==> config.mk <==
export PLATFORM = sky130hd
export DESIGN_NAME = turn_signal_ctrl
export DESIGN_NICKNAME = d
export VERILOG_FILES = /design/src/rtl/turn_signal_ctrl.sv
export SDC_FILE = /design/constraint.sdc
export NUM_CORES = 1
export LEC_CHECK = 0
export ABC_AREA = 1
export BUFFER_PORTS_ARGS = -buffer_cell sky130_fd_sc_hd__buf_2
export CAP_MARGIN = 20
export CORE_MARGIN = 8
export CORE_UTILIZATION = 40
export CTS_CLUSTER_DIAMETER = 150
export DETAILED_ROUTE_END_ITERATION = 12
export MAX_ROUTING_LAYER = met4
export PLACE_DENSITY_LB_ADDON = 0.3
export SETUP_SLACK_MARGIN = 0.4
export SYNTH_ARGS = -nofsm -noshare
export SYNTH_HDL_FRONTEND = slang
export SYNTH_SLANG_ARGS = --single-unit
export TNS_END_PERCENT = 100
==> constraint.sdc <==
create_clock -name clk -period 1.9 [get_ports clk]
set_input_delay 0.285 -clock clk [delete_from_list [all_inputs] [get_ports clk]]
set_output_delay 0.285 -clock clk [all_outputs]
set_load 0.02 [all_outputs]
==> src/rtl/turn_signal_ctrl.sv <==
// Turn-signal controller: left/right/hazard blinking with optional auto-stop after N blinks.
// Hazard support is compiled in only when the TSC_HAZARD_EN macro is defined.
module turn_signal_ctrl #(
  parameter int unsigned HALF_PERIOD = 4,
  parameter int unsigned CNT_W       = 8,
  parameter int unsigned AUTO_OFF    = 0
) (
  input  logic             clk,
  input  logic             reset_n,
  input  logic             left_req,
  input  logic             right_req,
  input  logic             hazard_req,
  input  logic             off_req,
  output logic [2:0]       o_state,
  output logic             left_lamp,
  output logic             right_lamp,
  output logic [CNT_W-1:0] blink_cnt,
  output logic             done
);

`ifdef TSC_HAZARD_EN
  localparam bit HazardEn = 1'b1;
`else
  localparam bit HazardEn = 1'b0;
`endif

  localparam int unsigned      PhW     = (HALF_PERIOD > 1) ? $clog2(HALF_PERIOD) : 1;
  localparam logic [PhW-1:0]   PhLast  = PhW'(HALF_PERIOD - 1);
  localparam logic [CNT_W-1:0] CntMax  = '1;
  localparam logic [CNT_W-1:0] AutoCnt = CNT_W'(AUTO_OFF);
  localparam bit               AutoEn  = (AUTO_OFF != 0);

  typedef enum logic [2:0] {
    StIdle   = 3'd0,
    StLeft   = 3'd1,
    StRight  = 3'd2,
    StHazard = 3'd3,
    StFinish = 3'd4
  } state_e;

  state_e           state_q, state_d;
  logic [PhW-1:0]   phase_q, phase_d;
  logic             lamp_q, lamp_d;
  logic             left_q, left_d;
  logic             right_q, right_d;
  logic [CNT_W-1:0] cnt_q, cnt_d;
  logic             auto_stop;
  logic             opp_req;
  logic             active_d;

  // Stop only once the final off-phase has fully elapsed.
  assign auto_stop = AutoEn && (cnt_q == AutoCnt) && !lamp_q && (phase_q == PhLast);
  assign opp_req   = (state_q == StLeft) ? right_req : left_req;

  always_comb begin
    state_d = state_q;
    case (state_q)
      StIdle: begin
        if (HazardEn && hazard_req)       state_d = StHazard;
        else if (left_req && !right_req)  state_d = StLeft;
        else if (right_req && !left_req)  state_d = StRight;
      end
      StLeft, StRight: begin
        if (off_req)                      state_d = StFinish;
        else if (HazardEn && hazard_req)  state_d = StHazard;
        else if (opp_req)                 state_d = (state_q == StLeft) ? StRight : StLeft;
        else if (auto_stop)               state_d = StFinish;
      end
      StHazard: begin
        if (off_req) state_d = StFinish;
      end
      StFinish: state_d = StIdle;
      default:  state_d = StIdle;
    endcase
  end

  always_comb begin
    phase_d  = '0;
    lamp_d   = 1'b0;
    cnt_d    = cnt_q;
    active_d = (state_d == StLeft) || (state_d == StRight) || (state_d == StHazard);
    if (active_d && (state_d != state_q)) begin
      // Any mode entry, including a direction change, starts a fresh on-phase.
      lamp_d = 1'b1;
      cnt_d  = CNT_W'(1);
    end else if (active_d) begin
      if (phase_q == PhLast) begin
        lamp_d = !lamp_q;
        if (!lamp_q && (cnt_q != CntMax)) cnt_d = cnt_q + 1'b1;
      end else begin
        phase_d = phase_q + 1'b1;
        lamp_d  = lamp_q;
      end
    end else if (state_d == StIdle) begin
      cnt_d = '0;
    end
    left_d  = lamp_d && ((state_d == StLeft) || (state_d == StHazard));
    right_d = lamp_d && ((state_d == StRight) || (state_d == StHazard));
  end

  always_ff @(posedge clk or negedge reset_n) begin
    if (!reset_n) begin
      state_q <= StIdle;
      phase_q <= '0;
      lamp_q  <= 1'b0;
      left_q  <= 1'b0;
      right_q <= 1'b0;
      cnt_q   <= '0;
    end else begin
      state_q <= state_d;
      phase_q <= phase_d;
      lamp_q  <= lamp_d;
      left_q  <= left_d;
      right_q <= right_d;
      cnt_q   <= cnt_d;
    end
  end

  assign o_state    = state_q;
  assign left_lamp  = left_q;
  assign right_lamp = right_q;
  assign blink_cnt  = cnt_q;
  assign done       = (state_q == StFinish);

endmodule
Word level (Yosys, flattened, before mapping)
Cells that the tools add are included.
{"block": "classes", "add_sub_neg": 2, "n_eq_ne": 12, "muxes": 19, "reduce_logical": 18}
{"operator": "8-bit 2-to-1 mux", "count": 5}
{"operator": "3-bit 2-to-1 mux", "count": 5}
{"operator": "3-bit by 2-bit equality test with 1-bit output (second input constant)", "count": 4}
{"operator": "3-bit case mux with 3 select lines", "count": 1}
{"operator": "8-bit by 1-bit adder with 8-bit output (second input constant)", "count": 1}
{"operator": "2-bit 2-to-1 mux", "count": 4}
{"operator": "8-bit != test (second input constant)", "count": 1}
{"operator": "3-bit by 1-bit equality test with 1-bit output (second input constant)", "count": 2}
{"operator": "1-bit logical AND", "count": 6}
{"operator": "3-bit logical NOT", "count": 2}
{"operator": "3-bit by 1-bit != test with 1-bit output (second input constant)", "count": 2}
{"operator": "1-bit logical OR", "count": 4}
{"operator": "1-bit 2-to-1 mux", "count": 4}
{"operator": "3-bit equality test (second input constant)", "count": 1}
{"operator": "1-bit logical NOT", "count": 3}
{"operator": "3-bit != test", "count": 1}
{"operator": "3-bit AND reduction", "count": 1}
{"operator": "3-bit nonzero test", "count": 1}
{"operator": "2-bit by 1-bit adder with 2-bit output (second input constant)", "count": 1}
{"operator": "2-bit equality test (second input constant)", "count": 1}
{"operator": "2-bit OR reduction", "count": 1}
{"block": "word_totals", "reg_bits": 16, "in_bits": 6}

Longest topological paths before layout
{"block": "logic_depth", "word_depth": 11, "mapped_depth": 14, "mapped_depth_nobuf": 14}

Worst setup path before layout
No wires, ideal clock.
{"block": "synth_path", "kind": "register -> register", "start": "register state_q[0] (netlist: o_state[0])", "end": "register right_q (netlist: right_lamp)", "stages_incl_launch_ff": 13, "period_less_slack_ns": 1.597, "setup_ns": 0.113, "path_slack_ns": 0.303, "arrival_time_ns": 1.484, "n_path_buf": 0, "cell_sequence": "dfrtp_1 inv_2 nand2_4 nand3_1 inv_1 nor2_1 nand2_1 nor2_4 nand2_1 nand2_1 nand2_1 nand2_1 inv_1"}
{"block": "synth_between", "elab_chain_cells": 11, "word_cells_on_any_way": 24, "cone_classes": "eq/ne: 7; mux: 10; reduce/logical: 7"}
{"item": "start: declaration", "line_no": "41", "text": "state_e state_q, state_d;"}
{"item": "start signal: assignment", "line_no": "103", "text": "state_q <= StIdle;"}
{"item": "start signal: assignment", "line_no": "110", "text": "state_q <= state_d;"}
{"item": "3-bit by 1-bit equality test with 1-bit output", "line_no": "53, 57"}
{"item": "1-bit 2-to-1 mux", "line_no": "53", "text": "assign opp_req = (state_q == StLeft) ? right_req : left_req;"}
{"item": "3-bit 2-to-1 mux", "line_no": "66", "text": "else if (opp_req) state_d = (state_q == StLeft) ? StRight : StLeft;"}
{"item": "3-bit 2-to-1 mux", "line_no": "64", "text": "if (off_req) state_d = StFinish;"}
{"item": "3-bit case mux with 3 select lines *", "line_no": "57", "text": "case (state_q)"}
{"item": "via state_d[2]", "line_no": "41"}
{"item": "3-bit by 1-bit equality test with 1-bit output or 3-bit by 2-bit equality test with 1-bit output (tied branches)", "line_no": "81", "text": "active_d = (state_d == StLeft) || (state_d == StRight) || (state_d == StHazard);"}
{"item": "1-bit logical OR (2 in series)", "line_no": "81"}
{"item": "1-bit 2-to-1 mux or 1-bit logical AND (tied branches)", "line_no": "86, 82"}
{"item": "1-bit 2-to-1 mux *", "line_no": "82", "text": "if (active_d && (state_d != state_q)) begin"}
{"item": "via lamp_d", "line_no": "43", "text": "logic lamp_q, lamp_d;"}
{"item": "1-bit logical AND *", "line_no": "98", "text": "right_d = lamp_d && ((state_d == StRight) || (state_d == StHazard));"}
{"item": "via right_d", "line_no": "45", "text": "logic right_q, right_d;"}
{"item": "end signal: assignment", "line_no": "114", "text": "right_q <= right_d;"}
{"item": "end: declaration", "line_no": "45"}
The timed path passes the listed nets; every way through them passes the cells marked *.
A chain may end at the register's enable or synchronous reset.

Worst setup path in the final report
{"block": "layout_path", "start": "register state_q[0] (netlist: o_state[0])", "end": "register cnt_q[0] (netlist: blink_cnt[0])"}
{"block": "layout_between", "elab_chain_cells": 11, "word_cells_on_any_way": 27, "cone_classes": "eq/ne: 9; mux: 10; reduce/logical: 8"}
{"item": "3-bit by 1-bit equality test with 1-bit output", "line_no": "53, 57, 66"}
{"item": "2-bit 2-to-1 mux or 1-bit 2-to-1 mux (tied branches)", "line_no": "66, 53"}
{"item": "3-bit 2-to-1 mux", "line_no": "66"}
{"item": "3-bit 2-to-1 mux", "line_no": "64"}
{"item": "3-bit case mux with 3 select lines", "line_no": "57"}
{"item": "3-bit by 1-bit equality test with 1-bit output or 3-bit by 2-bit equality test with 1-bit output (tied branches)", "line_no": "81"}
{"item": "1-bit logical OR (2 in series)", "line_no": "81"}
{"item": "1-bit logical AND", "line_no": "82"}
{"item": "3-bit by 1-bit != test with 1-bit output (no source line) or 3-bit nonzero test (tied branches)"}
{"item": "3-bit AND reduction (no source line)"}
{"item": "end signal: assignment", "line_no": "115", "text": "cnt_q <= cnt_d;"}
{"item": "end: declaration", "line_no": "46", "text": "logic [CNT_W-1:0] cnt_q, cnt_d;"}
Several ways; a longest one is shown, not always the timed one.

==> impl_results.md <==
- Worst R2R Start: o_state[0]
- Sequential share of power: 25.4%
- Post-synth ARST share: 100%
- Critical Path Max Stage Delay: 0.45 ns
- Placed insts: 177
- Worst-path clk slew: 0.10 ns
- Drt pass-1 iters: 4
- TritonCTS buffer count: 3
- Clk_lat worst skew: 0.29 ns
- Top-count cell post-synth: nand2_1
- CP most frequent cell: nand2_1
- Reg-to-reg endpoint: blink_cnt[0]
- Hold Crit Depth: 3
- Setup tns final: 0 ns
- Ant diodes: 0
- Routed len/inst: 12.9 µm
- Gr usage total: 11.9%
- Most area-consuming cells after synthesis: dfrtp_1 41%, nand2_1 14%, nor2_1 7.8%
- Die Wd: 65.2 µm
- Die ar.: 0.00425 mm²
- Fillers: 217
- Hpwl dp: 1590 µm
- Max Clock Skew: 0.0105 ns
- EDFF count, synth: 0
- Setup crit start: o_state[0]
- First-pass GRT wire length: 4060 µm
- Setup Crit Path Kind: reg -> reg
- Number of global-route vias before repair: 911
- Clock tree buffer depth: 2
- Tightest Pin Transition: 0.362 ns
- Minimum clock period: 1.74 ns
- Post-synth top area share: 41.3%
- Hold Path End: o_state[2]
- Antenna violations before repair: 0
- Post-Syn Nets: 137
- Most frequent cells after synthesis: 35 x nand2_1, 20 x nor2_1, 16 x dfrtp_1, 16 x inv_1, 9 x nand3_1
- Reg2reg setup slack: 0.16 ns
- Worst path required time: 2.09 ns
- Power Dens Cells: 1490 mW/mm²
- Status: finished, final reports clean
- Top FF cell, synth: dfrtp_1
- ANT nets after route: 0
- Reg2Reg Depth: 14
- Final Max Tran Viols: 0
- Drt total wl: 2550 µm
- Clock power share: 9.0%
- Critical path peak fanout: 4
- Via-to-Cell Ratio: 4.77
- FMAX: 575 MHz
- Pint: 1060 µW
- Slew HR: 75.9%
- Layout cell share with drive strength beyond 1: 45.2%
- Post-Syn Area: 968 µm²
- Synth cell types: 19
- Post-layout nets: 177
- P_leak: 0.000745 µW
- Hold Vio Cnt, Final: 0
- Crit path cell chain: inv_2 > nand2_4 > inv_2 > nor2_4 > nand2_2 > nand2_1 > nand2_1 > nand2_2 > nor2_4 > nand2_1 > nand2_2 > nand2_1 > nand3_2 > nand2_1
- Drt drc: 0
- Iteration-0 DRC Markers: 15
- Min-delay worst type: in -> reg
- Largest net degree at the start of global routing: 17
- Net Sw Frac: 49.3%
- Comb pwr share: 65.6%
- CTS Root Cell: clkbuf_4
- FP Rows: 18
- Height of the die: 65.2 µm
- Post-Layout Cell Count: 198
- Area delta synth->final: 44.4%
- Final setup vio count: 0
- #FFs+latches synth: 16
- RSZ-0062 raised after global routing: true
- Max-Cap Viols: 0
- GPL Wtd Cong: 0.934
- Yosys warns: 0
- WP data arrival: 1.93 ns
- Critical path capture point type: flip-flop
- Avg Inst Size Synth: 7.51 µm²
- Crit-path slowest cell: dfrtp_2
- Port buffer count: 18
- # H-tree levels: 1
- Grt ovf: 0
- Crit share post-route: 91.5%
- CP Launch Type: flip-flop
- Switching power: 1030 µW
- Worst Hold Launch: off_req
- IO Count: 20
- Initial Utilization: 40.6%
- Vias post-DR: 944
- Mapped Cells: 129
- VDD IR max: 0.808 mV
- CTS tree: built
- Seq/Total Area, Yosys: 41.3%
- Largest area contributor in the netlist: dfrtp_1
- Core area: 0.00239 mm²
- CTS sink cnt: 16
[state kept, by name, summed over array words and instances, names as in the netlist]
| name | count |
|---|---|
| blink_cnt | 8 |
| lamp_q | 1 |
| left_lamp | 1 |
| o_state | 3 |
| phase_q | 2 |
| right_lamp | 1 |
[power by group through the flow]
stage | combinational [µW] | sequential (µW) | clock (µW)
2_1_floorplan | 606 | 587 | 0
3_3_place_gp | 850 | 529 | 0
3_5_place_dp | 870 | 528 | 0
4_1_cts | 1160 | 526 | 191
5_1_grt | 1500 | 541 | 207
6_report | 1370 | 530 | 187
[worst max-delay path by stage]
stage                        end  slack (ns)  cells past startpoint
floorplan             right_lamp        0.40                     12
global placement    blink_cnt[3]        0.30                     11
detailed placement  blink_cnt[3]        0.26                     11
CTS                 blink_cnt[3]        0.30                     12
global route           left_lamp        0.04                     14
finish              blink_cnt[0]        0.16                     14
[metrics by stage]
step / hold WS, ns / instance area (µm²) / setup slack, ns / total power (µW) / util, %
final: 0.316 / 1400 / 0.161 / 2090 / 58.6
after global routing: 0.328 / 1400 / 0.0382 / 2240 / 58.6
after CTS: 0.344 / 1310 / 0.297 / 1880 / 54.8
after detailed placement: 0.221 / 1120 / 0.263 / 1400 / 47.1
after global placement: 0.214 / 1120 / 0.305 / 1380 / 47.1
after floorplan: -0.0106 / 997 / 0.396 / 1190 / -
[worst max-delay path: cells and delay by family, from the launching register on]
| family | cells | cell delay (ns) |
|---|---|---|
| flip-flops | 1 | 0.45 |
| AND/OR/NAND/NOR | 12 | 1.01 |
| buffers and inverters | 2 | 0.17 |
[layout by cell type (no fill, tap or decap), types with 2 or more instances in the layout]
| cell type | n |
|---|---|
| nor2_1 | 15 |
| nand2_1 | 30 |
| nand3_4 | 3 |
| nand3_2 | 3 |
| nand4_1 | 6 |
| inv_1 | 14 |
| nor2_4 | 6 |
| nand2_2 | 7 |
| nand3_1 | 6 |
| nor2_2 | 2 |
| buf_2 | 17 |
| clkbuf_4 | 3 |
| xor2_1 | 5 |
| dfrtp_2 | 5 |
| buf_4 | 15 |
| dfrtp_1 | 11 |
| inv_2 | 3 |
| inv_4 | 3 |
| nand2_4 | 3 |
[kinds of logic (layout without fill, tap and decap cells)]
| group | after synthesis | count (layout) | share of synthesized area, % |
|---|---|---|---|
| DFF | 16 | 16 | 41.3 |
| and+or+nand+nor | 85 | 85 | 43.3 |
| buffers and inverters | 20 | 59 | 7.75 |
| AOI/OAI and AO/OA | 1 | 1 | 0.516 |
| adders and majority gates | 2 | 2 | 2.58 |
| xor gates and xnor gates | 5 | 5 | 4.52 |
[what timing repair did]
action,4_1_cts,5_1_grt
resized for setup,18,9
endpoints found under the setup margin,13,14
pin swaps,11,9
setup buffers,8,8
endpoints found under the hold margin,16,0
gates cloned,0,0
hold buffers,1,0
[routing by layer]
metal | vias up | share of wire (%) | global-route usage (%)
met5 | - | 0 | -
met4 | 0 | 2.9 | 7.08
met3 | 6 | 4.1 | 1.36
met2 | 23 | 53 | 18.9
met1 | 436 | 40 | 14.0
li1 | 479 | - | -
[final cells by class]
cell class                      instances  area, µm²  share of cell area, %
Inverter                               20       82.6                   5.90
Multi-Input combinational cell         93        607                   43.4
Tap cell                               30       37.5                   2.68
Timing Repair Buffer                   35        239                   17.1
Clock buffer                            4       26.3                   1.88
Sequential cell                        16        407                   29.1
Power figures use the tool's default switching activity.
